## src/rtl/ex_div_seq.sv

```systemverilog
// Multi-cycle radix-2 restoring divider for the EX stage; stalls the pipeline until {remainder, quotient} is ready.
// Define DIV_SIGNED_EN to honour signed_i (div); otherwise every request is treated as divu.
module ex_div_seq #(
  parameter int WIDTH = 32
) (
  input  logic               clk,
  input  logic               rst,
  input  logic               start_i,
  input  logic               annul_i,
  input  logic               signed_i,
  input  logic [WIDTH-1:0]   opdata1_i,
  input  logic [WIDTH-1:0]   opdata2_i,
  output logic [2*WIDTH-1:0] result_o,
  output logic               ready_o,
  output logic               stallreq_o
);

  localparam int CW = $clog2(WIDTH + 1);

  typedef enum logic [1:0] {IDLE, BYZERO, ON, END} state_t;

  state_t             state_reg, state_next;
  logic [CW-1:0]      cnt_reg;
  logic [WIDTH:0]     rem_reg;
  logic [WIDTH-1:0]   dvd_reg;
  logic [WIDTH-1:0]   dsr_reg;
  logic [2*WIDTH-1:0] result_reg;

  logic               req_ok;
  logic               div_zero;
  logic               step_done;
  logic [WIDTH-1:0]   dvd_load;
  logic [WIDTH-1:0]   dsr_load;
  logic [WIDTH:0]     rem_shift;
  logic               rem_ge;
  logic [WIDTH-1:0]   quot_final;
  logic [WIDTH-1:0]   rem_final;
  logic               unused_bits;

  assign req_ok    = start_i && !annul_i;
  assign div_zero  = (opdata2_i == '0);
  assign step_done = (cnt_reg == CW'(WIDTH));

  // The partial remainder is always below the divisor, so its top bit is only needed after the shift.
  assign rem_shift = {rem_reg[WIDTH-1:0], dvd_reg[WIDTH-1]};
  assign rem_ge    = (rem_shift >= {1'b0, dsr_reg});

`ifdef DIV_SIGNED_EN
  logic neg_q_reg, neg_r_reg;
  logic a_neg, b_neg;

  assign a_neg      = signed_i && opdata1_i[WIDTH-1];
  assign b_neg      = signed_i && opdata2_i[WIDTH-1];
  assign dvd_load   = a_neg ? -opdata1_i : opdata1_i;
  assign dsr_load   = b_neg ? -opdata2_i : opdata2_i;
  assign quot_final = neg_q_reg ? -dvd_reg : dvd_reg;
  assign rem_final  = neg_r_reg ? -rem_reg[WIDTH-1:0] : rem_reg[WIDTH-1:0];
  assign unused_bits = rem_reg[WIDTH];

  always_ff @(posedge clk or negedge rst) begin
    if (!rst) begin
      neg_q_reg <= 1'b0;
      neg_r_reg <= 1'b0;
    end else if (state_reg == IDLE && req_ok && !div_zero) begin
      neg_q_reg <= a_neg ^ b_neg;
      neg_r_reg <= a_neg;
    end
  end
`else
  assign dvd_load    = opdata1_i;
  assign dsr_load    = opdata2_i;
  assign quot_final  = dvd_reg;
  assign rem_final   = rem_reg[WIDTH-1:0];
  assign unused_bits = rem_reg[WIDTH] ^ signed_i;
`endif

  always_ff @(posedge clk or negedge rst) begin
    if (!rst) begin
      state_reg <= IDLE;
    end else begin
      state_reg <= state_next;
    end
  end

  always_comb begin
    state_next = state_reg;
    case (state_reg)
      IDLE: begin
        if (req_ok) begin
          state_next = div_zero ? BYZERO : ON;
        end
      end
      BYZERO: begin
        state_next = annul_i ? IDLE : END;
      end
      ON: begin
        if (annul_i) begin
          state_next = IDLE;
        end else if (step_done) begin
          state_next = END;
        end
      end
      END: begin
        if (!start_i || annul_i) begin
          state_next = IDLE;
        end
      end
      default: state_next = IDLE;
    endcase
  end

  // An annulled division leaves result_reg untouched.
  always_ff @(posedge clk or negedge rst) begin
    if (!rst) begin
      cnt_reg    <= '0;
      rem_reg    <= '0;
      dvd_reg    <= '0;
      dsr_reg    <= '0;
      result_reg <= '0;
    end else begin
      case (state_reg)
        IDLE: begin
          if (req_ok && !div_zero) begin
            cnt_reg <= '0;
            rem_reg <= '0;
            dvd_reg <= dvd_load;
            dsr_reg <= dsr_load;
          end
        end
        BYZERO: begin
          if (!annul_i) begin
            result_reg <= '0;
          end
        end
        ON: begin
          if (!annul_i) begin
            if (!step_done) begin
              rem_reg <= rem_ge ? (rem_shift - {1'b0, dsr_reg}) : rem_shift;
              dvd_reg <= {dvd_reg[WIDTH-2:0], rem_ge};
              cnt_reg <= cnt_reg + 1'b1;
            end else begin
              result_reg <= {rem_final, quot_final};
            end
          end
        end
        default: ;
      endcase
    end
  end

  assign result_o   = result_reg;
  assign ready_o    = (state_reg == END);
  assign stallreq_o = start_i && !ready_o && !annul_i;

endmodule

```

## config.mk

```make
export PLATFORM = sky130hd
export DESIGN_NAME = ex_div_seq
export DESIGN_NICKNAME = d
export VERILOG_FILES = /design/src/rtl/ex_div_seq.sv
export SDC_FILE = /design/constraint.sdc
export NUM_CORES = 1
export LEC_CHECK = 0
export ABC_CLOCK_PERIOD_IN_PS = 6100
export CORE_MARGIN = 1.5
export CORE_UTILIZATION = 45
export DETAILED_ROUTE_END_ITERATION = 10
export GPL_TIMING_DRIVEN = 0
export PLACE_DENSITY = 0.78
export SETUP_SLACK_MARGIN = 0.05
export SLEW_MARGIN = 10
export SYNTH_ARGS = -nofsm -noshare
export SYNTH_HDL_FRONTEND = slang
export SYNTH_SLANG_ARGS = --single-unit
```

## constraint.sdc

```tcl
create_clock -name clk -period 6.1 [get_ports clk]
set_input_delay 0.61 -clock clk [delete_from_list [all_inputs] [get_ports clk]]
set_output_delay 0.61 -clock clk [all_outputs]
set_load 0.01 [all_outputs]
```

Yosys cells after proc, flatten, opt, wreduce, memory -nomap -nowiden. Index checks and enable logic that the tools add are counted.

Flip-flop bits (word level): 168. Input bits: 69. Output and inout port bits: 66. Word-level logic and storage cells: 62.

Add/sub/neg operators: 2. Magnitude comparators: 1. Equality and inequality tests: 12. Muxes and demuxes: 24. Reduce and logical (&&, ||, !) cells: 17.

Operator list (number): $mux 32 (7); $mux 64 (3); $pmux 32 s2 (2); $pmux 64 s2 (1); $ge 33x32->1 (1); $logic_not 32->1 (1); $sub 32x32->32 (1); $mux 6 (3); $mux 2 (6); $ne 2x2->1 const B (6); $pmux 6 s2 (1); $pmux 2 s4 (1); $reduce_and 4->1 (2); $add 6x1->6 const B (1); $eq 6x6->1 const B (1); $eq 2x2->1 const B (2); $logic_and 1x1->1 (4); $logic_not 1->1 (4); $reduce_bool 2->1 (2); $ne 3x3->1 const B (1); $reduce_and 3->1 (1); $eq 2x1->1 const B (1); $logic_not 2->1 (1); $ne 2x1->1 const B (1); 2 further kinds (2).

Longest topological paths before layout.
Word-level depth: 5. Depth in mapped cells: 12. Mapped depth without buffers: 12.

Least setup slack after synthesis. Ideal clock, no wire load.

Path kind: flip-flop to flip-flop. Start point: register rem_reg[11]. End point: register rem_reg[10]. Library setup time: 0.132 ns. Arrival time: 2.856 ns. Data required time: 5.968 ns. Path slack: 3.112 ns. Stages on the path, launching flop included: 12. Buffers on the path: 2. Period minus slack after synthesis: 2.988 ns. Cell sequence: dfrtp_1 ha_1 buf_6 a21o_1 a31oi_2 or3b_1 a31oi_4 o311ai_1 a2111oi_4 buf_6 mux2i_1 o21ai_1.

Longest elaborated chain between the ends: 5.

RTL lines: from (decl) (RTL line 24) `logic [WIDTH:0] rem_reg;`; from (signal assigned) (RTL line 138) `rem_reg <= rem_ge ? (rem_shift - {1'b0, dsr_reg}) : rem_shift;`; $ge 33x32->1 (RTL line 46) `assign rem_ge = (rem_shift >= {1'b0, dsr_reg});`; $mux 32 (RTL line 138); $mux 32 (RTL line 137) `if (!step_done) begin`; $mux 32 (RTL line 136) `if (!annul_i) begin`; $pmux 32 s2 (RTL line 121) `case (state_reg)`.

Every way passes these cells. The select of a mux whose other input is x is not followed. A chain may end at the register's enable or synchronous reset.

Final worst setup path.
Start point: register rem_reg[15]. End point: register rem_reg[13].

Same word-level chain as after synthesis.

==> summary.txt <==
Pwr
  – P_leak: between 5 and 6 nW
  – VDD IR max: about 0.25 mV
  – Pwr dens: between 500 and 600 mW/mm²

Logic synthesis
  – Post-Synthesis Cells: roughly 960
  – Unique masters post-synth: 56
  – Share of flip-flops with an asynchronous set or reset: 1.00
  – Synth top area share: 0.460
  – Synth Net Count: roughly 1100
  – #FFs+latches synth: around 170
  – Synth top area cells: dfrtp_1 (46%), nand2_1 (6.9%), ha_1 (5.2%)
  – Synthesized area: between 0.009 and 0.01 mm²
  – Synth warnings: 0
  – Cell accounting for the most synthesized area: dfrtp_1
  – Most frequent cell after synthesis: dfrtp_1
  – Post-synth EDFFs: 0
  – Ys flop type: dfrtp_1
  – Post-synth top cells: dfrtp_1 (168), nand2_1 (167), nand3_1 (75)
  – Syn avg cell area: between 9 and 10 µm²
  – Sequential element share of the synthesized area: 0.460

Placement
  – DP HPWL: 18.3 mm
  – GPL Wtd Cong: approximately 0.91
  – IO Port Bufs: ~130
  – Dpl cells: between 1000 and 1500
  – Pre-CTS WS: about 2.4 ns

Clock tree
  – H-tree depth: 4
  – CTS tree: done
  – Post-CTS Setup Repair Bufs: 0
  – Clock slew at reported path FFs: approximately 0.070 ns
  – Post_cts resized: 0
  – CTS Buf Count: 17
  – Clk_lat worst skew: 0.43 ns
  – CTS Buffer Depth: 2
  – Hold bufs inserted after CTS: 0
  – CTS Sinks: ~170
  – CTS root buffer: clkbuf_16

Drt
  – Wirelength per Cell: around 17 µm
  – Number of remaining DRC errors: 0
  – Avg Vias per Cell: between 5 and 6
  – Number of iterations in the first detailed-routing pass: 5
  – Starting DRT DRC Count: between 400 and 500
  – WL final: between 20 and 25 mm
  – Antenna Violating Nets Remaining: 0
  – DR vias: roughly 7700

Critical path
  – Critical path cell sequence: ha_1 > buf_2 > a21oi_1 > o21ai_0 > or3b_1 > a31oi_4 > o311ai_1 > a2111oi_4 > buf_6 > mux2i_1 > o21ai_1
  – Critical path's slowest cell: a2111oi_4
  – Worst path bufs/invs: 2
  – CP endpoint kind: flop
  – Max incr delay on CP: between 0.6 and 0.7 ns
  – CP required: between 6 and 7 ns
  – Crit-path leading delay family: compound AO/OA/AOI/OAI gates
  – Critical Path Fanout Max: 10
  – Worst setup SP type: flop
  – Setup CP Type: flop to flop
  – Arr. time, crit path: roughly 3.8 ns

Timing
  – Worst slew pin tran: 0.820 ns
  – Worst setup margin: approximately 2.6 ns
  – Setup TNS Final: 0 ns
  – RSZ-0062 raised after global routing: no
  – Fmax: roughly 0.28 GHz
  – Final setup fails: 0
  – Min Hold Slack: between 0.2 and 0.25 ns
  – Fin crit share: 0.581
  – Slew Limit Fails: 0
  – Final number of hold-violating endpoints: 0
  – Max_slew headroom: 0.453
  – Layout Skew: 0.0128 ns
  – Clock period minus worst slack: ~3.5 ns

Floorplan
  – Chip Width: 145 µm
  – Num rows: 51
  – Die Footprint: between 0.02 and 0.025 mm²
  – Chip height: between 100 and 150 µm
  – IO Pins: 135
  – CORE AREA: around 0.020 mm²
  – Starting density of the core: 0.465

Cells and area
  – Finished Layout Cells: approximately 1400
  – Layout cells sized above 1: 0.0419
  – Number of fill cells: ~1800
  – Area growth from synthesis to final layout: 24.8%
  – Finished Core Util: 0.580
  – Largest register FFs: 64
  – Ant diodes: 0
  – Final net count: roughly 1200

Outcome
  – Status: complete, no violations

Global routing
  – Pin count of the biggest net entering global routing: between 100 and 150
  – First-pass GRT wire length: roughly 40 mm
  – GRT Resource Usage Total: 0.231
  – Initial antenna violation count: 0
  – GRT Residual Overflow: 0
  – Vias in the first global route: 7581

Run
  – Max_cap viols: 0

Hold path
  – Hold WC Path Type: input port to async pin
-- logic make-up (layout without fill, tap and decap cells) --
| family | Yosys count | count (layout) | share of synthesized area |
|---|---|---|---|
| AO/OA/AOI/OAI | 201 | 201 | 0.158 |
| XOR/XNOR | 28 | 28 | 0.0269 |
| AND/OR/NAND/NOR | 359 | 359 | 0.189 |
| adder cells (fa/ha/maj) | 39 | 39 | 0.0543 |
| multiplexers | 55 | 55 | 0.0648 |
| buffers and inverters | 107 | 273 | 0.0469 |
| flip-flops | 168 | 168 | 0.460 |
-- path summary, 6_finish.rpt --
path / start / to / slack, ns / cells after the start
setup reg to reg: rem_reg[15] / rem_reg[13] / 2.56 / 11
hold reg to reg: result_o[4] / result_o[4] / 0.46 / 2
max in group asynchronous: rst / result_o[4] / 5.08 / 2
hold / removal: rst / dsr_reg[7] / 0.22 / 1
setup / recovery: rem_reg[15] / rem_reg[13] / 2.56 / 11
min in group clk: result_o[4] / result_o[4] / 0.46 / 2
-- where the power goes --
group	internal, W	switching (W)	total, W
sequential	0.00156	0.000377	0.00194
clock	0.000574	0.000478	0.00105
combinational	0.00137	0.00185	0.00322
total	0.00351	0.00270	0.00621
-- layer usage --
metal / vias up / track usage / part of all wire
met5: - / 0 / 0
li1: 3743 / - / -
met1: 3685 / 0.319 / 0.45
met3: 24 / 0.0307 / 0.046
met4: 0 / 0.0571 / 0.012
met2: 204 / 0.386 / 0.49
-- layout by cell type (no fill, tap or decap), types with 22 or more instances in the layout --
master | netlist | routed
mux2_1 | 30 | 30
ha_1 | 38 | 38
clkdlybuf4s50_1 | 0 | 132
nand2_1 | 167 | 167
nor3b_1 | 36 | 36
a221o_1 | 31 | 31
a21oi_1 | 37 | 37
inv_1 | 44 | 44
mux2i_1 | 22 | 22
o21ai_1 | 38 | 38
clkbuf_1 | 49 | 50
nand3_1 | 75 | 75
dfrtp_1 | 168 | 168
-- worst register-to-register path, cell delays in order, from the launching register on --
cell	delay, ns
dfrtp_1	0.43
ha_1	0.30
buf_2	0.18
a21oi_1	0.24
o21ai_0	0.20
or3b_1	0.45
a31oi_4	0.21
o311ai_1	0.20
a2111oi_4	0.62
buf_6	0.26
mux2i_1	0.24
o21ai_1	0.08
-- stage by stage --
stage / instance area [µm²] / power (W)
floorplan: 9130 / 0.00411
global placement: 10800 / 0.00507
detailed placement: 10800 / 0.00514
CTS: 11400 / 0.00620
global route: 11400 / 0.00667
finish: 11400 / 0.00621
-- layout make-up --
cell class / instances / area [µm²] / share of cell area
Sequential cell: 168 / 4200 / 0.369
Clock inverter: 14 / 140 / 0.0123
Tap cell: 265 / 332 / 0.0291
Clock buffer: 18 / 429 / 0.0377
Multi-Input combinational cell: 682 / 4500 / 0.395
Inverter: 44 / 165 / 0.0145
Timing Repair Buffer: 134 / 1360 / 0.120
Buffer: 63 / 263 / 0.0231
Note: power is estimated with default switching activity, not from simulation.
